--- config.mk ---
export PLATFORM = sky130hd
export DESIGN_NAME = fp_mul_pipe
export DESIGN_NICKNAME = d
export VERILOG_FILES = /design/src/rtl/fp_mul_pkg.sv /design/src/rtl/fp_round_rne.sv /design/src/rtl/fp_mul.sv
export SDC_FILE = /design/constraint.sdc
export NUM_CORES = 1
export LEC_CHECK = 0
export ABC_AREA = 1
export ABC_CLOCK_PERIOD_IN_PS = 13200
export BUFFER_PORTS_ARGS = -buffer_cell sky130_fd_sc_hd__buf_2
export CAP_MARGIN = 20
export CORE_MARGIN = 5
export CORE_UTILIZATION = 65
export CTS_CLUSTER_DIAMETER = 200
export DETAILED_ROUTE_END_ITERATION = 10
export GPL_TIMING_DRIVEN = 1
export PLACE_DENSITY = 0.95
export RECOVER_POWER = 25
export SETUP_SLACK_MARGIN = 0.5
export SYNTH_ARGS = -nofsm -noshare
export SYNTH_HDL_FRONTEND = slang
export SYNTH_HIERARCHICAL = 1
export SYNTH_SLANG_ARGS = --single-unit
--- constraint.sdc ---
create_clock -name clk -period 13.2 [get_ports clk]
set_clock_uncertainty 0.15 [all_clocks]
set_input_delay 1.98 -clock clk [delete_from_list [all_inputs] [get_ports clk]]
set_output_delay 1.98 -clock clk [all_outputs]
set_load 0.02 [all_outputs]
--- src/rtl/fp_mul_pkg.sv ---
// fp_mul_pkg: shared definitions for the pipelined floating-point multiplier.
//   fp_class_t  - special-case class carried down the pipeline
//   exp_bias    - IEEE-style exponent bias for a given exponent width
//   exp_max     - all-ones biased exponent (Inf/NaN encoding)
//   canon_nan   - canonical quiet NaN word {0, all-ones, 1<<(MAN_W-1)}
//                 returned in 64 bits; callers cast to their word width.
package fp_mul_pkg;

    typedef enum logic [1:0] {
        CLS_NORMAL = 2'd0,
        CLS_ZERO   = 2'd1,
        CLS_INF    = 2'd2,
        CLS_NAN    = 2'd3
    } fp_class_t;

    function automatic int unsigned exp_bias(input int unsigned exp_w);
        return (32'd1 << (exp_w - 32'd1)) - 32'd1;
    endfunction

    function automatic int unsigned exp_max(input int unsigned exp_w);
        return (32'd1 << exp_w) - 32'd1;
    endfunction

    function automatic logic [63:0] canon_nan(input int unsigned exp_w,
                                              input int unsigned man_w);
        logic [63:0] w;
        w = (64'(exp_max(exp_w)) << man_w) | (64'd1 << (man_w - 32'd1));
        return w;
    endfunction

endpackage

--- src/rtl/fp_round_rne.sv ---
// fp_round_rne: combinational normalise + round-to-nearest-even + range check.
//   prod_i      - full significand product {1.f}*{1.f}, 2*MAN_W+2 bits
//   exp_i       - biased exponent sum (ea+eb-bias), EXP_W+2 bits, two's complement
//   frac_o      - rounded fraction field
//   exp_o       - low EXP_W bits of the final biased exponent
//   overflow_o  - final exponent >= all-ones (result must become Inf)
//   underflow_o - final exponent <= 0 (result must become zero)
module fp_round_rne
    import fp_mul_pkg::*;
#(
    parameter int unsigned EXP_W = 5,
    parameter int unsigned MAN_W = 10
) (
    input  logic [2*MAN_W+1:0] prod_i,
    input  logic [EXP_W+1:0]   exp_i,
    output logic [MAN_W-1:0]   frac_o,
    output logic [EXP_W-1:0]   exp_o,
    output logic               overflow_o,
    output logic               underflow_o
);

    localparam int unsigned P_W = 2 * MAN_W + 2;
    localparam int unsigned E_W = EXP_W + 2;
    localparam logic [E_W-1:0] EXP_ALL_ONES = E_W'(exp_max(EXP_W));

    logic                 norm;
    logic [P_W-2:0]       shifted;   // product with the leading one dropped
    logic [MAN_W-1:0]     frac_t;
    logic                 guard;
    logic                 sticky;
    logic                 inc;
    logic [MAN_W:0]       frac_r;
    logic                 carry;
    logic [E_W-1:0]       e_fin;

    always_comb begin
        norm = prod_i[P_W-1];
        // Align so the leading one sits just above bit P_W-2 either way.
        shifted = norm ? prod_i[P_W-2:0] : {prod_i[P_W-3:0], 1'b0};

        frac_t = shifted[P_W-2 -: MAN_W];
        guard  = shifted[MAN_W];
        sticky = |shifted[MAN_W-1:0];
        inc    = guard && (sticky || frac_t[0]);

        // On carry-out the low bits are already zero, so frac_r[MAN_W-1:0]
        // is the correct post-carry fraction without an explicit clear.
        frac_r = {1'b0, frac_t} + (MAN_W+1)'(inc);
        carry  = frac_r[MAN_W];
        frac_o = frac_r[MAN_W-1:0];

        e_fin = exp_i + E_W'(norm) + E_W'(carry);
        exp_o = e_fin[EXP_W-1:0];

        // e_fin is signed; the MSB marks a negative exponent.
        overflow_o  = !e_fin[E_W-1] && (e_fin >= EXP_ALL_ONES);
        underflow_o = e_fin[E_W-1] || (e_fin == '0);
    end

endmodule

--- src/rtl/fp_mul.sv ---
// fp_mul_pipe: 3-stage elastic floating-point multiplier with RNE rounding.
//   clk, rst            - clock, synchronous active-high reset
//   in_valid/in_ready   - operand handshake (a_operand, b_operand)
//   out_valid/out_ready - result handshake (result, exception, overflow, underflow)
//   Stage 1: classify + exponent sum + significands
//   Stage 2: significand product
//   Stage 3: round/pack into output registers
module fp_mul_pipe
    import fp_mul_pkg::*;
#(
    parameter int unsigned EXP_W = 5,
    parameter int unsigned MAN_W = 10
) (
    input  logic                   clk,
    input  logic                   rst,
    input  logic                   in_valid,
    output logic                   in_ready,
    input  logic [EXP_W+MAN_W:0]   a_operand,
    input  logic [EXP_W+MAN_W:0]   b_operand,
    output logic                   out_valid,
    input  logic                   out_ready,
    output logic [EXP_W+MAN_W:0]   result,
    output logic                   exception,
    output logic                   overflow,
    output logic                   underflow
);

    localparam int unsigned W   = 1 + EXP_W + MAN_W;
    localparam int unsigned P_W = 2 * MAN_W + 2;
    localparam int unsigned E_W = EXP_W + 2;
    localparam logic [E_W-1:0] BIAS     = E_W'(exp_bias(EXP_W));
    localparam logic [W-1:0]   NAN_WORD = W'(canon_nan(EXP_W, MAN_W));

    // ---------------- stage 1 combinational decode ----------------
    logic               a_sign, b_sign;
    logic [EXP_W-1:0]   a_exp, b_exp;
    logic [MAN_W-1:0]   a_frac, b_frac;
    logic               a_nan, b_nan, a_inf, b_inf, a_zero, b_zero;
    fp_class_t          in_cls;
    logic [E_W-1:0]     in_exp_sum;

    always_comb begin
        a_sign = a_operand[W-1];
        b_sign = b_operand[W-1];
        a_exp  = a_operand[W-2 -: EXP_W];
        b_exp  = b_operand[W-2 -: EXP_W];
        a_frac = a_operand[MAN_W-1:0];
        b_frac = b_operand[MAN_W-1:0];

        a_nan  = (&a_exp) && (a_frac != '0);
        b_nan  = (&b_exp) && (b_frac != '0);
        a_inf  = (&a_exp) && (a_frac == '0);
        b_inf  = (&b_exp) && (b_frac == '0);
        // Subnormals are flushed: any zero exponent counts as zero.
        a_zero = (a_exp == '0);
        b_zero = (b_exp == '0);

        if (a_nan || b_nan || (a_inf && b_zero) || (b_inf && a_zero)) begin
            in_cls = CLS_NAN;
        end else if (a_inf || b_inf) begin
            in_cls = CLS_INF;
        end else if (a_zero || b_zero) begin
            in_cls = CLS_ZERO;
        end else begin
            in_cls = CLS_NORMAL;
        end

        in_exp_sum = E_W'(a_exp) + E_W'(b_exp) - BIAS;
    end

    // ---------------- pipeline state ----------------
    logic               s1_valid_q, s1_valid_d;
    logic               s1_sign_q, s1_sign_d;
    fp_class_t          s1_cls_q, s1_cls_d;
    logic [E_W-1:0]     s1_exp_q, s1_exp_d;
    logic [MAN_W:0]     s1_man_a_q, s1_man_a_d;
    logic [MAN_W:0]     s1_man_b_q, s1_man_b_d;

    logic               s2_valid_q, s2_valid_d;
    logic               s2_sign_q, s2_sign_d;
    fp_class_t          s2_cls_q, s2_cls_d;
    logic [E_W-1:0]     s2_exp_q, s2_exp_d;
    logic [P_W-1:0]     s2_prod_q, s2_prod_d;

    logic               s3_valid_q, s3_valid_d;
    logic [W-1:0]       s3_result_q, s3_result_d;
    logic               s3_exc_q, s3_exc_d;
    logic               s3_ovf_q, s3_ovf_d;
    logic               s3_unf_q, s3_unf_d;

    logic               s1_load, s2_load, s3_load, accept;

    // ---------------- stage 3 rounding ----------------
    logic [MAN_W-1:0]   rnd_frac;
    logic [EXP_W-1:0]   rnd_exp;
    logic               rnd_ovf, rnd_unf;

    fp_round_rne #(
        .EXP_W (EXP_W),
        .MAN_W (MAN_W)
    ) u_round (
        .prod_i      (s2_prod_q),
        .exp_i       (s2_exp_q),
        .frac_o      (rnd_frac),
        .exp_o       (rnd_exp),
        .overflow_o  (rnd_ovf),
        .underflow_o (rnd_unf)
    );

    // ---------------- handshake chain ----------------
    // Each stage loads when empty or when its occupant moves on this cycle;
    // this ripples out_ready back to in_ready combinationally.
    always_comb begin
        s3_load  = !s3_valid_q || out_ready;
        s2_load  = !s2_valid_q || s3_load;
        s1_load  = !s1_valid_q || s2_load;
        in_ready = !rst && s1_load;
        accept   = in_valid && in_ready;
    end

    // ---------------- next-state logic ----------------
    always_comb begin
        // stage 1
        s1_valid_d = s1_load ? accept : s1_valid_q;
        s1_sign_d  = s1_sign_q;
        s1_cls_d   = s1_cls_q;
        s1_exp_d   = s1_exp_q;
        s1_man_a_d = s1_man_a_q;
        s1_man_b_d = s1_man_b_q;
        if (accept) begin
            s1_sign_d  = a_sign ^ b_sign;
            s1_cls_d   = in_cls;
            s1_exp_d   = in_exp_sum;
            s1_man_a_d = {1'b1, a_frac};
            s1_man_b_d = {1'b1, b_frac};
        end

        // stage 2
        s2_valid_d = s2_load ? s1_valid_q : s2_valid_q;
        s2_sign_d  = s2_sign_q;
        s2_cls_d   = s2_cls_q;
        s2_exp_d   = s2_exp_q;
        s2_prod_d  = s2_prod_q;
        if (s2_load && s1_valid_q) begin
            s2_sign_d = s1_sign_q;
            s2_cls_d  = s1_cls_q;
            s2_exp_d  = s1_exp_q;
            s2_prod_d = P_W'(s1_man_a_q) * P_W'(s1_man_b_q);
        end

        // stage 3: output registers only change on a real load, so the
        // presented result stays stable while the consumer stalls.
        s3_valid_d  = s3_load ? s2_valid_q : s3_valid_q;
        s3_result_d = s3_result_q;
        s3_exc_d    = s3_exc_q;
        s3_ovf_d    = s3_ovf_q;
        s3_unf_d    = s3_unf_q;
        if (s3_load && s2_valid_q) begin
            s3_exc_d = 1'b0;
            s3_ovf_d = 1'b0;
            s3_unf_d = 1'b0;
            case (s2_cls_q)
                CLS_NAN: begin
                    s3_result_d = NAN_WORD;
                    s3_exc_d    = 1'b1;
                end
                CLS_INF: begin
                    s3_result_d = {s2_sign_q, {EXP_W{1'b1}}, {MAN_W{1'b0}}};
                end
                CLS_ZERO: begin
                    s3_result_d = {s2_sign_q, {EXP_W{1'b0}}, {MAN_W{1'b0}}};
                end
                default: begin
                    if (rnd_ovf) begin
                        s3_result_d = {s2_sign_q, {EXP_W{1'b1}}, {MAN_W{1'b0}}};
                        s3_ovf_d    = 1'b1;
                    end else if (rnd_unf) begin
                        s3_result_d = {s2_sign_q, {EXP_W{1'b0}}, {MAN_W{1'b0}}};
                        s3_unf_d    = 1'b1;
                    end else begin
                        s3_result_d = {s2_sign_q, rnd_exp, rnd_frac};
                    end
                end
            endcase
        end
    end

    // ---------------- registers ----------------
    always_ff @(posedge clk) begin
        if (rst) begin
            s1_valid_q  <= 1'b0;
            s1_sign_q   <= 1'b0;
            s1_cls_q    <= CLS_NORMAL;
            s1_exp_q    <= '0;
            s1_man_a_q  <= '0;
            s1_man_b_q  <= '0;
            s2_valid_q  <= 1'b0;
            s2_sign_q   <= 1'b0;
            s2_cls_q    <= CLS_NORMAL;
            s2_exp_q    <= '0;
            s2_prod_q   <= '0;
            s3_valid_q  <= 1'b0;
            s3_result_q <= '0;
            s3_exc_q    <= 1'b0;
            s3_ovf_q    <= 1'b0;
            s3_unf_q    <= 1'b0;
        end else begin
            s1_valid_q  <= s1_valid_d;
            s1_sign_q   <= s1_sign_d;
            s1_cls_q    <= s1_cls_d;
            s1_exp_q    <= s1_exp_d;
            s1_man_a_q  <= s1_man_a_d;
            s1_man_b_q  <= s1_man_b_d;
            s2_valid_q  <= s2_valid_d;
            s2_sign_q   <= s2_sign_d;
            s2_cls_q    <= s2_cls_d;
            s2_exp_q    <= s2_exp_d;
            s2_prod_q   <= s2_prod_d;
            s3_valid_q  <= s3_valid_d;
            s3_result_q <= s3_result_d;
            s3_exc_q    <= s3_exc_d;
            s3_ovf_q    <= s3_ovf_d;
            s3_unf_q    <= s3_unf_d;
        end
    end

    always_comb begin
        out_valid = s3_valid_q;
        result    = s3_result_q;
        exception = s3_exc_q;
        overflow  = s3_ovf_q;
        underflow = s3_unf_q;
    end

endmodule

==> results.sh <==
export IMPL_status="complete, but fails checks"
export IMPL_violations="capacitance limit, slew limit"
export IMPL_period_needed_ns=5.79
export IMPL_wl_per_cell_microns=14.8
export IMPL_detail_route_antenna_nets=0
export IMPL_die_x_microns=124
export IMPL_io_buffers=56
export IMPL_insertion_delay_ns=0.34
export IMPL_fin_nets=1409
export IMPL_path_common_cell="inv_1"
export IMPL_fill_cells=951
export IMPL_start_kind="input pin"
export IMPL_cts_resized=0
export IMPL_cp_max_fo=30
export IMPL_synth_area_leaders="dfxtp_1, fa_1, nand2_1"
export IMPL_vdd_ir_drop_max_mv=0.0807
export IMPL_hold_class="register to register"
export IMPL_clockBufferDepth=2
export IMPL_worstHoldStart="result[8]"
export IMPL_period_share_pct=43.9
export IMPL_post_cts_buffers=0
export IMPL_yosys_area_top_type_share_pct=20.3
export IMPL_clock_sinks=85
export IMPL_slowest_stage="clkbuf_1"
export IMPL_grt_pass1_vias=7781
export IMPL_ys_types=36
export IMPL_wl_mm=20.6
export IMPL_max_freq_mhz=173
export IMPL_tightest_slew_ns=2.21
export IMPL_slew_viol_final=88
export IMPL_critPathKind="input pin to output port"
export IMPL_r2r_setup_slack_ns=7.77
export IMPL_r2r_end="s2_prod_q[21]"
export IMPL_antenna_found_initial=0
export IMPL_finalPower_mw=0.773
export IMPL_async_flop_share_pct=0
export IMPL_synth_seq_cells=85
export IMPL_p_per_area_nw_per_um2=86.6
export IMPL_reg2reg_from="s1_man_a_q[10]"
export IMPL_dieArea_sq_um=15300
export IMPL_p_leak_nw=5.05
export IMPL_overflow=0
export IMPL_critPathRequiredTime_ns=11.07
export IMPL_areaGrowthSynthToFinish_pct=6.49
export IMPL_utilization_pct=70.8
export IMPL_drive_gt1_share_pct=6.94
export IMPL_ys_warn_count=6
export IMPL_synth_area_sq_um=8390
export IMPL_vias_per_cell=5.47
export IMPL_cts_tree="built"
export IMPL_pin_count=57
export IMPL_yosysSeqAreaShare_pct=20.3
export IMPL_r2r_cells=20
export IMPL_cts_max_level=3
export IMPL_grt_usage_pct=28.7
export IMPL_coreArea_sq_um=12600
export IMPL_synth_edf_count=0
export IMPL_drtIter0Drc=589
export IMPL_holdPathEnd="result[8]"
export IMPL_worstHoldPathCells=2
export IMPL_grt_max_degree=57
export IMPL_num_antenna_cells=0
export IMPL_setup_viol=0
export IMPL_multi_input_area_sq_um=5480
export IMPL_critPathMaxStageDelay_ns=1.07
export IMPL_grt_pass1_wl_mm=34.8
export IMPL_tns_ns=0
export IMPL_die_h_microns=124
export IMPL_clk_pin_slew_ns=0.07
export IMPL_hold_violations=0
export IMPL_firstDrtPassIters=6
export IMPL_maxCapViolations=2
export IMPL_dpl_hpwl_mm=15.3
export IMPL_yosysTopAreaCell="dfxtp_1"
export IMPL_holdWs_ns=0.315
export IMPL_clockRootBuffer="clkbuf_16"
export IMPL_avgSynthCellArea_sq_um=6.99
export IMPL_drc_errors=0
export IMPL_synth_nets=1388
export IMPL_netlist_instances=1199
export IMPL_gp_congestion=0.909
export IMPL_slew_headroom_pct=-47.2
export IMPL_cts_buffers_inserted=9
export IMPL_fp_row_count=41
export IMPL_register_area_sq_um=1700
export IMPL_synth_ff_type="dfxtp_1"
export IMPL_end_kind="output port"
export IMPL_path_cells="clkbuf_1, inv_1, nand2_2, inv_1, buf_2"
export IMPL_via_count=7631
export IMPL_initial_utilization_pct=66.4
export IMPL_rsz0062_at_grt="false"
export IMPL_cts_hold_buffers=0
export IMPL_arrival_ns=3.66
==> area by class of cell <==
class                   count  share of cell area, %
clock buffers               9                   2.52
clock inverters             6                  0.813
inverters                 259                   10.9
multi-input cells         808                   61.4
flip-flops and latches     85                   19.1
well taps                 172                   2.41
repair buffers             57                   2.89
==> Yosys cell counts, types with 5 or more instances <==
cell type / n
nand2_1: 316
inv_1: 256
xnor2_1: 7
buf_2: 10
nand2_2: 14
nand4_1: 5
o21ai_1: 5
dfxtp_1: 85
fa_1: 82
ha_1: 71
nor2_1: 93
xor2_1: 12
o21ai_0: 64
clkbuf_1: 30
nor3_1: 11
nand3_1: 54
nor2_2: 7
a21oi_1: 46
==> metrics by stage <==
| stage | instance area (sq um) | setup slack (ns) | cells |
|---|---|---|---|
| final | 8930 | 7.41 | 1396 |
| after floorplan | 8390 | 8.38 | 1199 |
| after CTS | 8960 | 7.80 | 1396 |
| after global routing | 8930 | 7.28 | 1396 |
| after detailed placement | 8660 | 7.83 | 1381 |
| after global placement | 8660 | 8.03 | 1381 |
==> layout by cell type (no fill, tap or decap), drive strengths merged, types with 2 or more instances in the layout <==
cell | synthesis | final
o211ai | 2 | 2
a22oi | 4 | 4
nor3 | 11 | 11
inv | 259 | 261
nor2 | 102 | 102
clkinvlp | 0 | 3
buf | 17 | 35
or2 | 2 | 2
xnor2 | 7 | 7
dfxtp | 85 | 85
nand3 | 57 | 57
a21oi | 47 | 47
ha | 71 | 71
clkbuf | 30 | 31
nand2 | 330 | 330
nor4 | 2 | 2
fa | 82 | 82
o21ai | 71 | 71
xor2 | 12 | 12
nand4 | 5 | 5
==> registers in the layout (all words and copies together) (netlist names) <==
register	count
s1_man_a_q	11
s1_exp_q	7
underflow	1
s1_valid_q	1
s2_valid_q	1
overflow	1
s1_sign_q	1
s1_cls_q	2
s2_prod_q	22
s1_man_b_q	10
result	16
s2_sign_q	1
out_valid	1
exception	1
s2_exp_q	7
s2_cls_q	2
==> worst max-delay path: cells and delay by family <==
kind / cells / cell delay (ns)
and+or+nand+nor: 1 / 0.19
buffers and inverters: 4 / 1.48
==> power breakdown <==
part	total (mW)	switching, mW	internal [mW]
logic	0.211	0.133	0.0781
clock network	0.259	0.112	0.148
registers	0.303	0.0297	0.273
total	0.773	0.275	0.499
==> metal layers <==
| metal | vias to the layer above | wire length, microns | GRT usage [%] |
|---|---|---|---|
| met3 | 99 | 1710 | 4.36 |
| met2 | 376 | 10300 | 50.9 |
| met5 | - | 0 | 0 |
| met4 | 0 | 1080 | 14.6 |
| met1 | 3512 | 7580 | 33.5 |
| li1 | 3644 | - | - |
==> worst max path at each step <==
stage	slack (ns)	end	depth (start not counted)	start
2_1_floorplan	8.38	s2_prod_q[12]	18	s1_man_a_q[10]
3_3_place_gp	8.03	s2_prod_q[20]	20	s1_man_a_q[10]
3_5_place_dp	7.83	s2_prod_q[16]	20	s1_man_a_q[10]
4_1_cts	7.80	s2_prod_q[16]	20	s1_man_a_q[10]
5_1_grt	7.28	in_ready	5	rst
6_report	7.41	in_ready	5	rst
==> cell families (layout without fill, tap and decap cells) <==
family,Yosys count,in the layout,share of synthesized area [%]
compound gates,125,125,7.80
xor+xnor,19,19,1.98
fa+ha+maj,153,153,30.2
buf+inv,306,331,14.4
flops,85,85,20.3
simple gates,511,511,25.4
Power figures use the tool's default switching activity.
